**config.mk**
```make
export PLATFORM = sky130hd
export DESIGN_NAME = regfile_write_arbiter_flat
export DESIGN_NICKNAME = d
export VERILOG_FILES = /design/src/rtl/regfile_write_arbiter_pkg.sv /design/src/rtl/regfile_write_arbiter_if.sv /design/src/rtl/regfile_write_arbiter_fifo.sv /design/src/rtl/regfile_write_arbiter.sv /design/src/flat_wrapper.sv
export SDC_FILE = /design/constraint.sdc
export NUM_CORES = 1
export LEC_CHECK = 0
export BUFFER_PORTS_ARGS = -buffer_cell sky130_fd_sc_hd__buf_2
export CAP_MARGIN = 15
export CORE_ASPECT_RATIO = 0.9
export CORE_MARGIN = 2
export CORE_UTILIZATION = 25
export CTS_CLUSTER_DIAMETER = 200
export DETAILED_ROUTE_END_ITERATION = 6
export SYNTH_ARGS = -nofsm -noshare
export SYNTH_HDL_FRONTEND = slang
export SYNTH_SLANG_ARGS = --single-unit
```
**constraint.sdc**
```tcl
create_clock -name clk -period 3.1 [get_ports clk]
set_input_delay 0.465 -clock clk [delete_from_list [all_inputs] [get_ports clk]]
set_output_delay 0.465 -clock clk [all_outputs]
set_load 0.01 [all_outputs]
```
**src/rtl/regfile_write_arbiter_pkg.sv**
```systemverilog
// Shared widths and the request record used by the register-file write arbiter.
package regfile_pkg;
  localparam int REG_ADDR_W = 5;
  localparam int DATA_W     = 32;
  localparam logic [REG_ADDR_W-1:0] REG_ZERO = 5'd0;

  typedef struct packed {
    logic [REG_ADDR_W-1:0] waddr;
    logic [DATA_W-1:0]     data;
  } wr_req_t;
endpackage

```
**src/rtl/regfile_write_arbiter_if.sv**
```systemverilog
// Writeback, long-latency return and register-file write bus around the arbiter.
interface regfile_write_arbiter_if;
  import regfile_pkg::*;

  logic                  wb_en;
  logic [REG_ADDR_W-1:0] wb_reg;
  logic [DATA_W-1:0]     wb_data;
  logic                  lu_valid;
  logic                  lu_ready;
  logic [REG_ADDR_W-1:0] lu_reg;
  logic [DATA_W-1:0]     lu_data;
  logic                  rf_write_en;
  logic [REG_ADDR_W-1:0] rf_write_reg;
  logic [DATA_W-1:0]     rf_write_data;

  modport master (
    output wb_en, wb_reg, wb_data, lu_valid, lu_reg, lu_data,
    input  lu_ready, rf_write_en, rf_write_reg, rf_write_data
  );
  modport slave (
    input  wb_en, wb_reg, wb_data, lu_valid, lu_reg, lu_data,
    output lu_ready, rf_write_en, rf_write_reg, rf_write_data
  );
endinterface

```
**src/rtl/regfile_write_arbiter_fifo.sv**
```systemverilog
// Small synchronous FIFO buffering long-latency write requests; head is the oldest entry.
module wr_req_fifo
  import regfile_pkg::*;
#(
  parameter int QDEPTH = 2
) (
  input  logic    clk,
  input  logic    rst_n,
  input  logic    push_i,
  input  logic    pop_i,
  input  wr_req_t din_i,
  output wr_req_t head_o,
  output logic    full_o,
  output logic    empty_o
);
  localparam int PTR_W = $clog2(QDEPTH);
  localparam logic [PTR_W:0] DEPTH_C = (PTR_W+1)'(QDEPTH);

  wr_req_t          mem_q [QDEPTH];
  logic [PTR_W-1:0] rd_ptr_q, wr_ptr_q;
  logic [PTR_W:0]   cnt_q, cnt_d;

  always_comb begin
    cnt_d = cnt_q;
    case ({push_i, pop_i})
      2'b10:   cnt_d = cnt_q + 1'b1;
      2'b01:   cnt_d = cnt_q - 1'b1;
      default: cnt_d = cnt_q;
    endcase
  end

  always_ff @(posedge clk) begin
    if (!rst_n) begin
      rd_ptr_q <= '0;
      wr_ptr_q <= '0;
      cnt_q    <= '0;
    end else begin
      if (push_i) wr_ptr_q <= wr_ptr_q + 1'b1;
      if (pop_i)  rd_ptr_q <= rd_ptr_q + 1'b1;
      cnt_q <= cnt_d;
    end
  end

  // Storage carries no reset; occupancy alone decides what is valid.
  always_ff @(posedge clk) begin
    if (push_i) mem_q[wr_ptr_q] <= din_i;
  end

  assign head_o  = mem_q[rd_ptr_q];
  assign full_o  = (cnt_q == DEPTH_C);
  assign empty_o = (cnt_q == '0);
endmodule

```
**src/rtl/regfile_write_arbiter.sv**
```systemverilog
// Arbitrates the register-file write port between writeback and a buffered long-latency
// return path, with starvation forcing and a pending-register scoreboard for decode.
module regfile_write_arbiter
  import regfile_pkg::*;
#(
  parameter int QDEPTH     = 2,
  parameter int STARVE_MAX = 4
) (
  input  logic                   clk,
  input  logic                   rst_n,
  regfile_write_arbiter_if.slave bus,
  input  logic                   sb_set_en,
  input  logic [REG_ADDR_W-1:0]  sb_set_reg,
  input  logic [REG_ADDR_W-1:0]  chk_rs,
  input  logic [REG_ADDR_W-1:0]  chk_rt,
  input  logic [REG_ADDR_W-1:0]  chk_rd,
  output logic                   hazard,
  output logic                   starve_stall,
  output logic                   wb_drop_err
);
  localparam int CNT_W = $clog2(STARVE_MAX + 1);
  localparam logic [CNT_W-1:0] CNT_MAX = CNT_W'(STARVE_MAX);

  wr_req_t    head, lu_req;
  logic       full, empty, push, pop;
  logic       prim_act, grant_fifo;
  logic [CNT_W-1:0] starve_cnt_q, starve_cnt_d;
  logic       starve_stall_q, starve_stall_d;
  logic       drop_err_q;
  logic [31:0] pend_q, pend_d;

  assign lu_req = '{waddr: bus.lu_reg, data: bus.lu_data};

  wr_req_fifo #(.QDEPTH(QDEPTH)) u_fifo (
    .clk     (clk),
    .rst_n   (rst_n),
    .push_i  (push),
    .pop_i   (pop),
    .din_i   (lu_req),
    .head_o  (head),
    .full_o  (full),
    .empty_o (empty)
  );

  // Ready depends only on stored occupancy, so it never waits on this cycle's pop.
  assign bus.lu_ready = rst_n && !full;
  assign push = bus.lu_valid && bus.lu_ready && (bus.lu_reg != REG_ZERO);

  assign prim_act   = bus.wb_en && (bus.wb_reg != REG_ZERO);
  assign grant_fifo = !empty && (starve_stall_q || !prim_act);
  assign pop        = grant_fifo;

  assign bus.rf_write_en   = grant_fifo || prim_act;
  assign bus.rf_write_reg  = grant_fifo ? head.waddr : bus.wb_reg;
  assign bus.rf_write_data = grant_fifo ? head.data  : bus.wb_data;

  always_comb begin
    starve_cnt_d = starve_cnt_q;
    if (empty || pop)               starve_cnt_d = '0;
    else if (starve_cnt_q != CNT_MAX) starve_cnt_d = starve_cnt_q + 1'b1;

    starve_stall_d = starve_stall_q;
    if (pop)                         starve_stall_d = 1'b0;
    else if (starve_cnt_d == CNT_MAX) starve_stall_d = 1'b1;

    // Clear before set so an issue to the same register in the same cycle wins.
    pend_d = pend_q;
    if (grant_fifo) pend_d[head.waddr] = 1'b0;
    if (sb_set_en && (sb_set_reg != REG_ZERO)) pend_d[sb_set_reg] = 1'b1;
    pend_d[0] = 1'b0;
  end

  always_ff @(posedge clk) begin
    if (!rst_n) begin
      starve_cnt_q   <= '0;
      starve_stall_q <= 1'b0;
      drop_err_q     <= 1'b0;
      pend_q         <= '0;
    end else begin
      starve_cnt_q   <= starve_cnt_d;
      starve_stall_q <= starve_stall_d;
      pend_q         <= pend_d;
      if (grant_fifo && prim_act) drop_err_q <= 1'b1;
    end
  end

  assign hazard       = pend_q[chk_rs] | pend_q[chk_rt] | pend_q[chk_rd];
  assign starve_stall = starve_stall_q;
  assign wb_drop_err  = drop_err_q;
endmodule

```
**src/flat_wrapper.sv**
```systemverilog
// flat-port wrapper written by rule: the top's interface ports become plain ports
module regfile_write_arbiter_flat import regfile_pkg::*;
#(
  parameter int QDEPTH     = 2,
  parameter int STARVE_MAX = 4
)
  (clk, rst_n, sb_set_en, sb_set_reg, chk_rs, chk_rt, chk_rd, hazard, starve_stall, wb_drop_err, bus_wb_en, bus_wb_reg, bus_wb_data, bus_lu_valid, bus_lu_reg, bus_lu_data, bus_lu_ready, bus_rf_write_en, bus_rf_write_reg, bus_rf_write_data);
  regfile_write_arbiter_if bus_i ();
  input  logic clk;
  input  logic rst_n;
  input  logic sb_set_en;
  input  logic [REG_ADDR_W-1:0] sb_set_reg;
  input  logic [REG_ADDR_W-1:0] chk_rs;
  input  logic [REG_ADDR_W-1:0] chk_rt;
  input  logic [REG_ADDR_W-1:0] chk_rd;
  output logic hazard;
  output logic starve_stall;
  output logic wb_drop_err;
  input wire logic [$bits(bus_i.wb_en)-1:0] bus_wb_en;
  input wire logic [$bits(bus_i.wb_reg)-1:0] bus_wb_reg;
  input wire logic [$bits(bus_i.wb_data)-1:0] bus_wb_data;
  input wire logic [$bits(bus_i.lu_valid)-1:0] bus_lu_valid;
  input wire logic [$bits(bus_i.lu_reg)-1:0] bus_lu_reg;
  input wire logic [$bits(bus_i.lu_data)-1:0] bus_lu_data;
  output wire logic [$bits(bus_i.lu_ready)-1:0] bus_lu_ready;
  output wire logic [$bits(bus_i.rf_write_en)-1:0] bus_rf_write_en;
  output wire logic [$bits(bus_i.rf_write_reg)-1:0] bus_rf_write_reg;
  output wire logic [$bits(bus_i.rf_write_data)-1:0] bus_rf_write_data;
  assign bus_i.wb_en = bus_wb_en;
  assign bus_i.wb_reg = bus_wb_reg;
  assign bus_i.wb_data = bus_wb_data;
  assign bus_i.lu_valid = bus_lu_valid;
  assign bus_i.lu_reg = bus_lu_reg;
  assign bus_i.lu_data = bus_lu_data;
  assign bus_lu_ready = bus_i.lu_ready;
  assign bus_rf_write_en = bus_i.rf_write_en;
  assign bus_rf_write_reg = bus_i.rf_write_reg;
  assign bus_rf_write_data = bus_i.rf_write_data;
  regfile_write_arbiter #(.QDEPTH(QDEPTH), .STARVE_MAX(STARVE_MAX)) u_core (.clk(clk), .rst_n(rst_n), .bus(bus_i), .sb_set_en(sb_set_en), .sb_set_reg(sb_set_reg), .chk_rs(chk_rs), .chk_rt(chk_rt), .chk_rd(chk_rd), .hazard(hazard), .starve_stall(starve_stall), .wb_drop_err(wb_drop_err));
endmodule
```
# Word-level counts from Yosys, hierarchy flattened
# Memories as Yosys holds them, arrays and structs flattened. A register that Yosys moved wholly into a read port is not among the register bits.
# Index checks and enable logic that the tools add are counted.
dict set report totals {
  reg_bits 41
  ramBits 74
  input_bits 99
  wordCells 74
  n_memories 1
}
dict set report classes {
  addsub 5
  n_lt_le_gt_ge 7
  n_eq_ne 5
  muxes 21
  bitwise_logic 6
  reduce_logical 21
}
# memory words width rd rd_clocked_by_memory_dff write_ports line
set memory_table {}
lappend memory_table {u_core.u_fifo.mem_q 2 37 1 1 1 regfile_write_arbiter_fifo.sv:19} ;# wr_req_t mem_q [QDEPTH];
# operator n
set ops {}
lappend ops {{$mux W32} 3}
lappend ops {{$and A32 B32 Y32} 1}
lappend ops {{$not A32 Y32} 1}
lappend ops {{$or A32 B32 Y32} 1}
lappend ops {{$lt A5 B6 Y1 const B} 5}
lappend ops {{$bmux W1 S5} 3}
lappend ops {{$reduce_bool A5 Y1} 3}
lappend ops {{$demux W1 S5} 2}
lappend ops {{$ge A5 B1 Y1 const B} 2}
lappend ops {{$logic_and A1 B1 Y1} 9}
lappend ops {{$mux W1} 9}
lappend ops {{$mux W3} 2}
lappend ops {{$mux W5} 1}
lappend ops {{$eq A2 B2 Y1 const B} 2}
lappend ops {{$pmux W2 S2} 1}
lappend ops {{$add A3 B1 Y3 const B} 1}
lappend ops {{$eq A3 B3 Y1 const B} 1}
lappend ops {{$logic_not A1 Y1} 3}
lappend ops {{$logic_or A1 B1 Y1} 3}
lappend ops {{$ne A3 B3 Y1 const B} 1}
lappend ops {{$add A1 B1 Y1 const B} 2}
lappend ops {{$add A2 B1 Y2 const B} 1}
lappend ops {{$eq A2 B1 Y1 const B} 1}
lappend ops {{$logic_not A2 Y1} 1}
lappend ops {{5 further kinds} 6}

# Logic depth before layout (Yosys ltp)
dict set report logic_depth {
  ltp_word 9
  mapped_depth 9
  depth_no_buf 8
}

# Hierarchy
# From an unflattened synthesis, not the netlist that was laid out.
dict set report unflattened {
  cells_unflattened 532
  hier_area_um2 5824.3
}
# module n_inst cells_each area_per_inst_um2 seq_area_each_um2
set by_module_without_submodules {}
lappend by_module_without_submodules {regfile_write_arbiter 1 395 2941.6 720.7}
lappend by_module_without_submodules {wr_req_fifo 1 137 2882.8 2322.2}

# Worst setup path before layout
# Ideal clock, no wire load.
dict set report synth_path {
  path_kind {input-to-reg}
  startpoint {in rst_n}
  endpoint {mem u_core.u_fifo.mem_q[0][0] in the netlist's numbering (enable)}
  arrival_time_ns 2.605
  required_ns 2.668
  slack_ns 0.063
  stages 5
  path_buffers 0
  cell_sequence {inv_1 -> a21oi_1 -> o211a_1 -> inv_1 -> nor2_1}
}
dict set report synth_via {
  elab_chain_cells 5
}
# element line
set synth_rtl {}
lappend synth_rtl {{start: declaration} flat_wrapper.sv:10} ;# input logic rst_n;
lappend synth_rtl {{$logic_and A1 B1 Y1} regfile_write_arbiter.sv:46} ;# assign bus.lu_ready = rst_n && !full;
lappend synth_rtl {{via bus_lu_ready} flat_wrapper.sv:25} ;# output wire logic [$bits(bus_i.lu_ready)-1:0] bus_lu_ready;
lappend synth_rtl {{$logic_and A1 B1 Y1 (2 in a row)} regfile_write_arbiter.sv:47} ;# assign push = bus.lu_valid && bus.lu_ready && (bus.lu_reg != REG_ZERO);
lappend synth_rtl {{$mux W1} regfile_write_arbiter_fifo.sv:46} ;# if (push_i) mem_q[wr_ptr_q] <= din_i;
lappend synth_rtl {{$mux W1 (implied by the code)} regfile_write_arbiter_fifo.sv:46}
lappend synth_rtl {{end: declaration} regfile_write_arbiter_fifo.sv:19}
# The timed path passes the listed nets, and every way through them passes these cells.

# Worst setup path after layout
dict set report layout_path {
  startpoint {in bus_wb_reg[3]}
  endpoint {out bus_rf_write_data[9]}
}
dict set report layout_via {
  elab_chain_cells 6
}
# element line
set layout_rtl {}
lappend layout_rtl {{start: declaration} flat_wrapper.sv:20} ;# input wire logic [$bits(bus_i.wb_reg)-1:0] bus_wb_reg;
lappend layout_rtl {{$reduce_bool A5 Y1} regfile_write_arbiter.sv:49} ;# assign prim_act = bus.wb_en && (bus.wb_reg != REG_ZERO);
lappend layout_rtl {{$logic_and A1 B1 Y1} regfile_write_arbiter.sv:49}
lappend layout_rtl {{$logic_not A1 Y1} regfile_write_arbiter.sv:50} ;# assign grant_fifo = !empty && (starve_stall_q || !prim_act);
lappend layout_rtl {{$logic_or A1 B1 Y1} regfile_write_arbiter.sv:50}
lappend layout_rtl {{$logic_and A1 B1 Y1} regfile_write_arbiter.sv:50}
lappend layout_rtl {{$mux W32} regfile_write_arbiter.sv:55} ;# assign bus.rf_write_data = grant_fifo ? head.data : bus.wb_data;
lappend layout_rtl {{end: declaration} flat_wrapper.sv:28} ;# output wire logic [$bits(bus_i.rf_write_data)-1:0] bus_rf_write_data;
# Every way passes these cells.

==> qor.csv <==
stage,metric,value,unit
floorplan,num_rows,52,
clock_tree,clock_latency,0.41,ns
setup_path,worstPathMaxFanout,77,
setup_path,rr_worst_depth,4,
power,power,0.00486,W
layout,area_growth,27.8,%
floorplan,die_area,24300,sq um
setup_path,slowest_stage,or4_4,
layout,drive_gt1_share,32.8,%
timing,worst_pin_slew,0.929,ns
detailed_routing,drt_first_pass_iters,4,
floorplan,start_util,25.6,%
detailed_routing,drtAntennaViolNets,0,
setup_path,crit_path_end_kind,output port,
detailed_routing,vias,4588,
placed_design,port_buffers,140,
yosys,synth_edf_count,74,
layout,fillers,2282,
setup_path,max_stage_delay,0.53,ns
yosys,syn_nets,613,
clock_tree,numCtsBuffers,17,
setup_path,cp-endpoint,bus_rf_write_data[9],
clock_tree,cts_resized,0,
min_path,min_path_type,in -> reg,
yosys,avgSynthCellArea,11.3,sq um
power,p_leak,2.68,nW
setup_path,arrival,2.35,ns
setup_path,critPathLaunch,bus_wb_reg[3],
clock_tree,cts-root-buf,clkbuf_16,
flow_run,maxCapViolCount,0,
clock_tree,cts.sinks,115,
setup_path,crit_required,2.63,ns
status,outcome,"finished, final reports clean",
timing,min_period,2.82,ns
detailed_routing,dr.first_iter.drc_count,336,
power,vdd_drop_max,0.000355,V
placed_design,post-dp-hpwl,11400,um
timing,timing.hold.ws,0.237,ns
setup_path,path_class,in -> out,
layout,final_util,32.7,%
global_route,grt_pass1_wl,24400,um
placed_design,globalplace.congestion,0.800,
yosys,yosysTopAreaCell,edfxtp_1,
clock_tree,ctsHoldBuffers,0,
timing,finalHoldViolCount,0,
setup_path,worstSetupStartpointType,input pin,
yosys,synth.distinct_cells,48,
detailed_routing,wl,15600,um
global_route,grt_max_degree,78,
setup_path,cp.depth,7,
setup_path,crit_family,simple AND/OR/NAND/NOR gates,
global_route,grt_pass1_vias,4435,
layout,layoutNonFillerInstCount,964,
clock_tree,cts.htree.levels,4,
setup_path,worstPathCellList,buf_2 > or4_4 > o211a_1 > or2_2 > buf_12 > o21ai_0 > buf_2,
yosys,seq_area_frac_synth,52.7,%
timing,tns,0,ns
timing,rsz0062_at_grt,false,
detailed_routing,routedWlPerCell,16.2,um
clock_tree,cts_buffer_depth,2,
yosys,ys_ff_latch,115,
clock_tree,clkTransAtPathRegs,0.06,ns
placed_design,dp_cells,930,
detailed_routing,drt-vias-per-instance,4.76,
timing,drv_slew,0,
floorplan,die_h,148,um
timing,fmax,0.355,GHz
yosys,yosys_warnings,0,
yosys,synth_ff_type,edfxtp_1,
power,power_density,658,nW/um^2
floorplan,core,22600,sq um
layout,num-nets-final,754,
timing,min_period_over_period,91.0,%
floorplan,die_w,164,um
global_route,track_usage,13.1,%
detailed_routing,drc,0,
setup_path,crit_buf_inv,3,
yosys,yosysTopAreaCellShare,38.5,%
clock_tree,cts_tree,done,
setup_path,r2r_slack,0.87,ns
global_route,overflow,0,
yosys,synth_area,5780,sq um
timing,slew_headroom,38.1,%
floorplan,ioPinCount,141,
timing,skew,0.0165,ns
clock_tree,post_cts_buffers,0,
yosys,synth_cells,511,
global_route,antenna_found_initial,3,
setup_path,path_common_cell,buf_2,
setup_path,r2r_end,u_core.pend_q[12],
yosys,yosys-top-cells-area,"edfxtp_1 (38%), dfxtp_1 (14%), mux2i_1 (7.3%)",
timing,final-setup-viol-count,0,
yosys,synthArstFlopShare,0,%
cells in the mapped netlist (2+ instances only):
cell and instances:
mux4_2 18, o211a_1 2, o32ai_1 4, a31oi_1 2, mux2i_1 42, o31ai_1 2
inv_1 14, o22ai_1 7, ha_1 3, o21ai_0 37, nand3b_1 5, buf_6 2
nand2b_1 10, dfxtp_1 41, and2_1 2, clkbuf_1 20, a221oi_1 2, edfxtp_1 74
nand2_1 72, a2111oi_0 3, nand4_1 3, o21ai_1 5, nor2b_1 9, xnor2_1 4
a21oi_1 33, nor2_1 24, a311oi_1 30, mux2_2 9, nor3_1 2, nor4b_1 2
buf_2 8, and3_1 4
routing by layer:
layer	vias to the layer above	GRT usage [%]	share of wire (%)
li1	2246	-	-
met1	2151	17.5	45
met2	180	20.3	46
met3	9	4.38	8.4
met4	2	3.46	0.58
met5	-	0	0.077
worst min path at each step:
stage | to | slack [ns] | startpoint | depth (start not counted)
after floorplan | u_core.pend_q[20] | 0.47 | u_core.pend_q[20] | 2
after global placement | u_core.wb_drop_err | 0.46 | u_core.wb_drop_err | 1
after detailed placement | u_core.wb_drop_err | 0.45 | u_core.wb_drop_err | 1
after CTS | u_core.u_fifo.mem_q[1][28] | 0.22 | bus_lu_data[28] | 1
after global routing | u_core.u_fifo.mem_q[1][0] | 0.21 | bus_lu_data[0] | 1
final | u_core.u_fifo.mem_q[0][10] | 0.24 | bus_lu_data[10] | 1
logic make-up (layout without fill, tap and decap cells):
| logic type | after synthesis | count (layout) | share of synthesized area [%] |
|---|---|---|---|
| buf+inv | 46 | 200 | 3.42 |
| mux | 69 | 69 | 16.1 |
| fa+ha+maj | 3 | 3 | 0.650 |
| flops | 115 | 115 | 52.7 |
| other cells | 0 | 2 | 0 |
| simple gates | 141 | 141 | 11.7 |
| xor+xnor | 5 | 5 | 0.758 |
| compound gates | 132 | 132 | 14.7 |
report_power, final:
part           internal (W)  switching, W  leakage, nW  total [W]
clock               0.00105      0.000786        0.263    0.00183
combinational      0.000491      0.000696         1.41    0.00119
sequential          0.00174      0.000100         1.01    0.00184
total               0.00327       0.00158         2.68    0.00486
layout by cell type, fill, tap and decap left out, drive strengths merged, types with 9 or more instances in the layout:
cell type,count
mux2i,42
nor2b,9
inv,22
o21ai,42
mux4,18
nand2,72
nand2b,10
edfxtp,74
nor2,24
a21oi,33
a311oi,30
dfxtp,41
clkbuf,18
buf,153
mux2,9
registers in the layout, summed over array words and instances, names as in the netlist, named ones only:
register / count
u_core.u_fifo.mem_q: 74
u_core.pend_q: 31
u_core.starve_cnt_q: 3
u_core.u_fifo.cnt_q: 2
u_core.starve_stall: 1
u_core.u_fifo.rd_ptr_q: 1
u_core.u_fifo.wr_ptr_q: 1
u_core.wb_drop_err: 1
metrics by stage:
stage	area, sq um	setup WS [ns]
6_report	7380	0.280
5_1_grt	7380	0.141
4_1_cts	7380	0.240
3_5_place_dp	6830	0.242
3_3_place_gp	6830	0.248
2_1_floorplan	5780	0.0631
cell type report:
class | instances | area (sq um) | area share (%)
flip-flops and latches | 115 | 3040 | 41.2
multi-input cells | 350 | 2540 | 34.5
repair buffers | 153 | 811 | 11.0
clock buffers | 18 | 429 | 5.81
well taps | 297 | 372 | 5.03
clock inverters | 14 | 120 | 1.63
inverters | 15 | 56.3 | 0.763
diodes | 2 | 5.00 | 0.0678
(Power assumes the default switching activity.)
